$ cat config.mk
export PLATFORM = sky130hd
export DESIGN_NAME = fetch_sequencer
export DESIGN_NICKNAME = d
export VERILOG_FILES = /design/src/rtl/fetch_pkg.sv /design/src/rtl/fetch_skid_buf.sv /design/src/rtl/fetch_sequencer.sv
export SDC_FILE = /design/constraint.sdc
export NUM_CORES = 1
export LEC_CHECK = 0
export CORE_MARGIN = 10
export CORE_UTILIZATION = 40
export CTS_CLUSTER_SIZE = 30
export DETAILED_ROUTE_END_ITERATION = 12
export MAX_ROUTING_LAYER = met4
export PLACE_DENSITY_LB_ADDON = 0.05
export SLEW_MARGIN = 20
export SYNTH_ARGS = -nofsm -noshare
export SYNTH_HDL_FRONTEND = slang
export SYNTH_SLANG_ARGS = --single-unit
export TNS_END_PERCENT = 100
$ cat constraint.sdc
create_clock -name clk -period 3.1 [get_ports clk]
set_input_delay 0.31 -clock clk [delete_from_list [all_inputs] [get_ports clk]]
set_output_delay 0.31 -clock clk [all_outputs]
set_load 0.1 [all_outputs]
$ cat src/rtl/fetch_pkg.sv
// fetch_pkg: shared state encoding and constants for the fetch stage
package fetch_pkg;
  typedef enum logic [1:0] {BOOT, FETCH, WAIT_BUF, DRAIN} fetch_state_t;
  localparam int INSTR_BYTES = 4;
  localparam logic [31:0] NOP_INSTR = 32'h00000013;
endpackage

$ cat src/rtl/fetch_skid_buf.sv
// fetch_skid_buf: one-entry {instr,pc,pcplus4} holding register for decode stalls
module fetch_skid_buf #(
  parameter int W = 32
) (
  input  logic         clk,
  input  logic         rst,
  input  logic         load_i,
  input  logic         unload_i,
  input  logic         clear_i,
  input  logic [W-1:0] instr_i,
  input  logic [W-1:0] pc_i,
  input  logic [W-1:0] pcplus4_i,
  output logic         full_o,
  output logic [W-1:0] instr_o,
  output logic [W-1:0] pc_o,
  output logic [W-1:0] pcplus4_o
);
  logic         full_q, full_d;
  logic [W-1:0] instr_q, pc_q, pcplus4_q;
  // clear wins so a redirect can never leave a stale entry behind
  always_comb full_d = clear_i ? 1'b0 : load_i ? 1'b1 : unload_i ? 1'b0 : full_q;
  always_ff @(posedge clk or negedge rst) begin
    if (!rst) begin
      full_q    <= 1'b0;
      instr_q   <= '0;
      pc_q      <= '0;
      pcplus4_q <= '0;
    end else begin
      full_q <= full_d;
      if (load_i && !clear_i) begin
        instr_q   <= instr_i;
        pc_q      <= pc_i;
        pcplus4_q <= pcplus4_i;
      end
    end
  end
  assign full_o    = full_q;
  assign instr_o   = instr_q;
  assign pc_o      = pc_q;
  assign pcplus4_o = pcplus4_q;
endmodule

$ cat src/rtl/fetch_sequencer.sv
// fetch_sequencer: PC owner and single-outstanding IMEM fetch with skid buffer and redirect drain
module fetch_sequencer
  import fetch_pkg::*;
#(
  parameter int              XLEN     = 32,
  parameter logic [XLEN-1:0] RESET_PC = '0
) (
  input  logic            clk,
  input  logic            rst,
  input  logic            PCSrcE,
  input  logic [XLEN-1:0] PCTargetE,
  input  logic            StallD,
  output logic            mem_req,
  output logic [XLEN-1:0] mem_addr,
  input  logic            mem_ready,
  input  logic [XLEN-1:0] mem_rdata,
  output logic [XLEN-1:0] InstrD,
  output logic [XLEN-1:0] PCD,
  output logic [XLEN-1:0] PCPlus4D,
  output logic            ValidD,
  output logic            MisalignE
);
  fetch_state_t    state_q, state_d;
  logic [XLEN-1:0] pc_q, pc_d, drain_addr_q, drain_addr_d, pc_plus4;
  logic [XLEN-1:0] instr_q, instr_d, pcd_q, pcd_d, pcp4_q, pcp4_d;
  logic            valid_q, valid_d, misalign_q, misalign_d;
  logic            buf_load, buf_unload, buf_clear, buf_full;
  logic [XLEN-1:0] buf_instr, buf_pc, buf_pcp4;

  assign pc_plus4 = pc_q + XLEN'(INSTR_BYTES);
  assign mem_req  = (state_q == FETCH) || (state_q == DRAIN);
  // DRAIN keeps presenting the abandoned address until the memory completes it
  assign mem_addr = (state_q == DRAIN) ? drain_addr_q : pc_q;

  always_comb begin
    state_d      = state_q;
    pc_d         = pc_q;
    drain_addr_d = drain_addr_q;
    instr_d      = instr_q;
    pcd_d        = pcd_q;
    pcp4_d       = pcp4_q;
    valid_d      = valid_q;
    misalign_d   = 1'b0;
    buf_load     = 1'b0;
    buf_unload   = 1'b0;
    buf_clear    = 1'b0;
    if (PCSrcE) begin
      pc_d         = {PCTargetE[XLEN-1:2], 2'b00};
      misalign_d   = |PCTargetE[1:0];
      buf_clear    = 1'b1;
      valid_d      = 1'b0;
      state_d      = (mem_req && !mem_ready) ? DRAIN : FETCH;
      drain_addr_d = mem_addr;
    end else begin
      case (state_q)
        BOOT: begin
          state_d = FETCH;
          valid_d = StallD ? valid_q : 1'b0;
        end
        FETCH: begin
          if (mem_ready) begin
            pc_d     = pc_plus4;
            buf_load = StallD || buf_full;
            state_d  = buf_load ? WAIT_BUF : FETCH;
            if (!buf_load) begin
              instr_d = mem_rdata;
              pcd_d   = pc_q;
              pcp4_d  = pc_plus4;
              valid_d = 1'b1;
            end
          end else if (!StallD) valid_d = 1'b0;
        end
        WAIT_BUF: begin
          if (!StallD) begin
            buf_unload = 1'b1;
            instr_d    = buf_instr;
            pcd_d      = buf_pc;
            pcp4_d     = buf_pcp4;
            valid_d    = 1'b1;
            state_d    = FETCH;
          end
        end
        DRAIN: begin
          state_d = mem_ready ? FETCH : DRAIN;
          valid_d = StallD ? valid_q : 1'b0;
        end
        default: state_d = BOOT;
      endcase
    end
  end

  always_ff @(posedge clk or negedge rst) begin
    if (!rst) begin
      state_q      <= BOOT;
      pc_q         <= RESET_PC;
      drain_addr_q <= '0;
      instr_q      <= '0;
      pcd_q        <= '0;
      pcp4_q       <= '0;
      valid_q      <= 1'b0;
      misalign_q   <= 1'b0;
    end else begin
      state_q      <= state_d;
      pc_q         <= pc_d;
      drain_addr_q <= drain_addr_d;
      instr_q      <= instr_d;
      pcd_q        <= pcd_d;
      pcp4_q       <= pcp4_d;
      valid_q      <= valid_d;
      misalign_q   <= misalign_d;
    end
  end

  fetch_skid_buf #(.W(XLEN)) u_skid (
    .clk       (clk),
    .rst       (rst),
    .load_i    (buf_load),
    .unload_i  (buf_unload),
    .clear_i   (buf_clear),
    .instr_i   (mem_rdata),
    .pc_i      (pc_q),
    .pcplus4_i (pc_plus4),
    .full_o    (buf_full),
    .instr_o   (buf_instr),
    .pc_o      (buf_pc),
    .pcplus4_o (buf_pcp4)
  );

  assign InstrD    = instr_q;
  assign PCD       = pcd_q;
  assign PCPlus4D  = pcp4_q;
  assign ValidD    = valid_q;
  assign MisalignE = misalign_q;
endmodule

==> impl_metrics.env <==
export IMPL_status="completed"
export IMPL_critPathKind="reg -> out"
export IMPL_finalSetupTns_ns=0
export IMPL_fp_row_count=62
export IMPL_yosysSeqAreaShare=0.5357
export IMPL_synth_top_cell_area_share=0.5357
export IMPL_drc=0
export IMPL_cts_buffers=29
export IMPL_clock_sinks=251
export IMPL_min_path_cells=2
export IMPL_wl_per_cell_um=18.46
export IMPL_htreeDepth=1
export IMPL_vias=8762
export IMPL_hold_class="in -> reg"
export IMPL_period_minus_slack_ns=2.592
export IMPL_final_common_cell="nand2_1"
export IMPL_ant_nets=0
export IMPL_async_flop_share=1.000
export IMPL_dp_cells=1717
export IMPL_clk_insertion_delay_late_ns=0.55
export IMPL_die_area_mm2=0.03656
export IMPL_holdWs_ns=0.1027
export IMPL_synth_area_per_cell_um2=9.698
export IMPL_required_ns=2.79
export IMPL_finalHoldViolations=0
export IMPL_synthXorXnorAreaFrac=0.04108
export IMPL_timing_final_crit_share=0.8361
export IMPL_maxCapViolations=0
export IMPL_crit_buf_inv=2
export IMPL_synth_top_family_by_area="simple AND/OR/NAND/NOR gates"
export IMPL_synth_compound_area_frac=0.08740
export IMPL_ys_ff_latch=251
export IMPL_cts_tree="built"
export IMPL_maxSlewViolCount=0
export IMPL_critical_path_most_common_cell="buf_4"
export IMPL_place_congestion=0.7832
export IMPL_grt_max_degree=85
export IMPL_r2r_cells=8
export IMPL_core_area_mm2=0.02878
export IMPL_grt_pass1_wl_um=52080
export IMPL_grt_pass1_vias=8813
export IMPL_die_h_um=191.2
export IMPL_totalWireLength_um=32670
export IMPL_via_per_inst=4.950
export IMPL_dr_pass1_iters=5
export IMPL_post_route_util=0.5119
export IMPL_finalSetupViolations=0
export IMPL_slew_headroom=0.3318
export IMPL_crit_path_max_fanout=38
export IMPL_worstMarginPinSlew_ns=0.9992
export IMPL_port_buffers=195
export IMPL_ys_top_cells_by_area="dfrtp_1, nand2_1, mux2i_1, mux2_2, o21ai_0"
export IMPL_ys_warn_count=0
export IMPL_antenna_cells=0
export IMPL_cts_root_buf="clkbuf_16"
export IMPL_cp_start_kind="flop"
export IMPL_critPathSlowestCell="buf_4"
export IMPL_critPathMaxStageDelay_ns=0.44
export IMPL_finish_net_count=1438
export IMPL_worst_path_stages=4
export IMPL_worst_clock_skew_ns=0.01808
export IMPL_antenna_found_initial=0
export IMPL_mostFrequentLayoutCells="nand2_1, dfrtp_1, o21ai_0, clkdlybuf4s50_1, buf_4"
export IMPL_yosys_area_share_adder=0.004268
export IMPL_syn_area_mm2=0.01172
export IMPL_syn_instance_count=1209
export IMPL_gr_usage_all_layers=0.1829
export IMPL_synth_edff_count=0
export IMPL_ys_types=40
export IMPL_overflow=0
export IMPL_start_util=0.4074
export IMPL_muxShareOfSynthArea=0.1075
export IMPL_area_growth_pct=25.64
export IMPL_critPathTopFamily="buffers and inverters"
export IMPL_synth_simple_gate_area_frac=0.1774
export IMPL_cts_buffer_depth=3
export IMPL_io_pins=200
export IMPL_rsz0062_at_grt="false"
export IMPL_crit_path_end_kind="primary output"
export IMPL_drive_above_1_share=0.1674
export IMPL_path_clk_slew_ns=0.06
export IMPL_drtIter0Drc=560
export IMPL_cts_setup_buffers=0
export IMPL_dpl_hpwl_um=22000
export IMPL_synth_ff_type="dfrtp_1"
export IMPL_fp_dieW_um=191.2
export IMPL_yosysTopAreaCell="dfrtp_1"
export IMPL_crit_path_cell_trace="ha_1 > buf_4 > mux2_2 > buf_4"
export IMPL_fmax_mhz=385.8
export IMPL_arrival_ns=2.28
export IMPL_layout_cells_non_filler=1770
## cell families after synthesis
logic type | Yosys count
simple gates | 478
flops | 251
compound gates | 192
mux | 119
buf+inv | 109
xor+xnor | 55
fa+ha+maj | 4
other cells | 1
## through the flow
step,worst slack (ns),instance area [um2]
floorplan,-0.09134,11740
global placement,0.7262,13760
detailed placement,0.6352,13760
CTS,0.4726,14730
global route,0.3999,14730
finish,0.5079,14730
## repair_timing
item	CTS	global route
hold buffers	1	0
endpoints found under the hold margin	78	0
resized for setup	0	0
## routing by layer
metal | GRT usage | vias to the layer above | routed length [um]
met5 | - | - | 0
met4 | 0.02945 | 0 | 446
met3 | 0.02934 | 30 | 1717
met2 | 0.2602 | 230 | 13760
met1 | 0.2719 | 4151 | 16750
li1 | - | 4351 | -
## synth_stat cells, types with 24 or more instances
master,count
nand2_1,352
dfrtp_1,251
o21ai_0,112
mux2i_1,64
mux2_2,55
clkbuf_1,42
nor2_1,36
xor2_1,34
buf_2,33
o21ai_1,30
nand3_1,25
a21oi_1,24
## state kept, by name, indices dropped and copies added (netlist names)
name / flops
InstrD: 32
MisalignE: 1
PCD: 30
PCPlus4D: 30
ValidD: 1
drain_addr_q: 32
pc_q: 30
state_q: 2
u_skid.full_o: 1
u_skid.instr_o: 32
u_skid.pc_o: 30
u_skid.pcplus4_o: 30
## final timing paths
path | end | slack (ns) | from
hold reg to reg | u_skid.instr_o[1]$_DFFE_PN0P_ | 0.47 | u_skid.instr_o[1]$_DFFE_PN0P_
min in group asynchronous | InstrD[8]$_DFFE_PN0P_ | 0.35 | rst
hold / removal | ValidD$_DFFE_PN0P_ | 0.10 | PCSrcE
setup / recovery | mem_addr[2] | 0.51 | state_q[1]$_DFFE_PN0P_
max in group asynchronous | u_skid.instr_o[26]$_DFFE_PN0P_ | 1.86 | rst
setup reg to reg | PCPlus4D[6]$_DFFE_PN0P_ | 0.68 | state_q[1]$_DFFE_PN0P_
## final cells by class
cell class              instances  area, um2
fillers                      2717      14050
clock inverters                 8      97.59
repair buffers                224       2039
flip-flops and latches        251       6281
well taps                     384      480.5
clock buffers                  44      862.1
multi-input cells             852       4945
inverters                       7      26.28
Power is not shown: default switching activity piles up to over one toggle a cycle in this logic, so the estimate is an artifact.
==> variant, RTL diff (config.mk and constraints unchanged) <==
`XLEN`: 32 -> 64.
--- a/src/rtl/fetch_sequencer.sv
+++ b/src/rtl/fetch_sequencer.sv
@@ -3,5 +3,5 @@
   import fetch_pkg::*;
 #(
-  parameter int              XLEN     = 32,
+  parameter int              XLEN     = 64,
   parameter logic [XLEN-1:0] RESET_PC = '0
 ) (
Interface: changed (6 resized); port bits go from 200 to 392. No check against the original RTL was run, so the function may have changed too.
==> variant against the unedited design <==
Area after synthesis grew 100%; final area grew 100%; maximum frequency shrank 12%; non-clock buffer count grew 241; critical path type unchanged; clock skew grew 0.0046 ns; routed wire length grew 140%; count of clock-buffer cells in the layout grew 45; worst setup slack lost 0.36 ns; sequential cell count grew 256; largest cell class unchanged.
Power is not shown: default switching activity piles up to over one toggle a cycle in this logic, so the estimate is an artifact.
==> variant: results (changes against the unedited design) <==
Total Wirelength = 77.0 mm (+140%)
# port buffers = 387 (+98%)
share of cells above drive strength 1 = 0.167 (-0.000311)
ys flop type = dfrtp_1
Slowest-stage cell, CP = ha_4
CP arrival = 2.64 ns (+0.36 ns)
top cells by area, synth = dfrtp_1 (54%), nand2_1 (11%), mux2i_1 (6.1%)
CP max FO = 32 (-16%)
synth unique cells = 51 (+28%)
YS warnings = 0 (unchanged)
Slew Limit Fails = 0 (unchanged)
Final HPWL DP = 52.9 mm (+140%)
M2 GR Usage = 0.352 (+0.0916)
initial DRC count = 1287 (+130%)
placer congestion estimate = 0.943 (+20%)
fin crit share = 0.951 (+0.115)
1st-pass router iterations = 5 (unchanged)
Post-CTS Setup Repair Bufs = 0 (unchanged)
GRT met3 Usage = 0.0539 (+0.0246)
number of global-route vias before repair = 19187 (+120%)
Nets = 2937 (+100%)
CTS root buf = clkbuf_16
antenna violations before repair = 3 (+3)
flop2flop setup slack = 0.17 ns (-0.51 ns)
commonest cells in the netlist = nand2_1 (721), dfrtp_1 (507), o21ai_0 (276), clkbuf_1 (159), mux2i_1 (145)
worst slew pin tran = 1.02 ns (+0.0234 ns)
Max Root-Sink Buffers = 3 (unchanged)
crit-path max cell delay = 0.49 ns (+0.05 ns)
Hold WC Path Type = input pin to register
Async SR Flop Fraction = 1.00 (unchanged)
largest net degree at the start of global routing = 179 (+110%)
met1 Usage GRT = 0.284 (+0.0119)
clock skew = 0.0227 ns (+0.00461 ns)
first-pass GRT wire length = 119 mm (+130%)
Clock Pin Slew Worst Setup and Hold Paths = 0.06 ns (about the same)
status = completed
total track usage = 0.224 (+0.0409)
sequential area share after synthesis = 0.536 (about the same)
count leader, synth = nand2_1
CP top delay family = buffers and inverters
DR vias/cell = 5.19 (+4.9%)
dpl ws = 0.101 ns (-0.534 ns)
# H-tree levels = 2 (+1)
Clock Latency Late Sink = 0.61 ns (+0.06 ns)
CTS buffer count = 56 (+93%)
[variant: cells by family after synthesis]
family / count (synthesis) / synth area share
simple gates: 1017 / 0.186
buf+inv: 219 / 0.0376
other cells: 1 / 0.000158
compound gates: 358 / 0.0778
xor+xnor: 114 / 0.0422
flops: 507 / 0.536
mux: 265 / 0.118
fa+ha+maj: 4 / 0.00211
[variant: path summary, 6_finish.rpt]
check                                                 start                               end  cells past startpoint
hold / removal                                 mem_rdata[7]     u_skid.instr_o[7]$_DFFE_PN0P_                      3
setup reg to reg                     state_q[1]$_DFFE_PN0P_              pc_q[60]$_DFFE_PN0N_                      7
min in group asynchronous                               rst       u_skid.pc_o[54]$_DFFE_PN0P_                      2
max in group asynchronous                               rst    u_skid.instr_o[30]$_DFFE_PN0P_                      3
setup / recovery                     state_q[1]$_DFFE_PN0P_                      mem_addr[26]                      4
hold reg to reg            u_skid.pcplus4_o[48]$_DFFE_PN0P_  u_skid.pcplus4_o[48]$_DFFE_PN0P_                      2
[variant: worst min-delay path, delay by kind of cell]
family                 cells  cell delay [ns]
buffers and inverters      1             0.41
and+or+nand+nor            2             0.10
[variant: metrics by stage]
stage	hold WS, ns	std cells	cell area, µm²
detailed placement	0.384	3514	28100
global route	0.254	3618	29900
CTS	0.232	3616	29900
global placement	0.379	3514	28100
finish	0.265	3618	29900
floorplan	0.0144	2488	23700
[variant: routing by layer]
metal  vias to the layer above  wire length [µm]
met1                      9231             33700
met5                         -                 0
met4                         0              1990
met3                       109              5070
li1                       8897                 -
met2                       557             36300
[variant: area by class of cell]
type	count	area [µm²]
antenna	2	5.00
clock buffer	89	1720
clock inverter	12	114
fill	5484	28900
inverter	8	30.0
multi-input combinational	1762	10200
sequential	507	12700
tap	773	967
timing repair buffer	465	4230
[variant: what timing repair did]
action	in CTS	in global routing
hold buffers	1	0
resized for setup	0	1
endpoints found under the setup margin	0	8
hold endpoints to repair	70	0
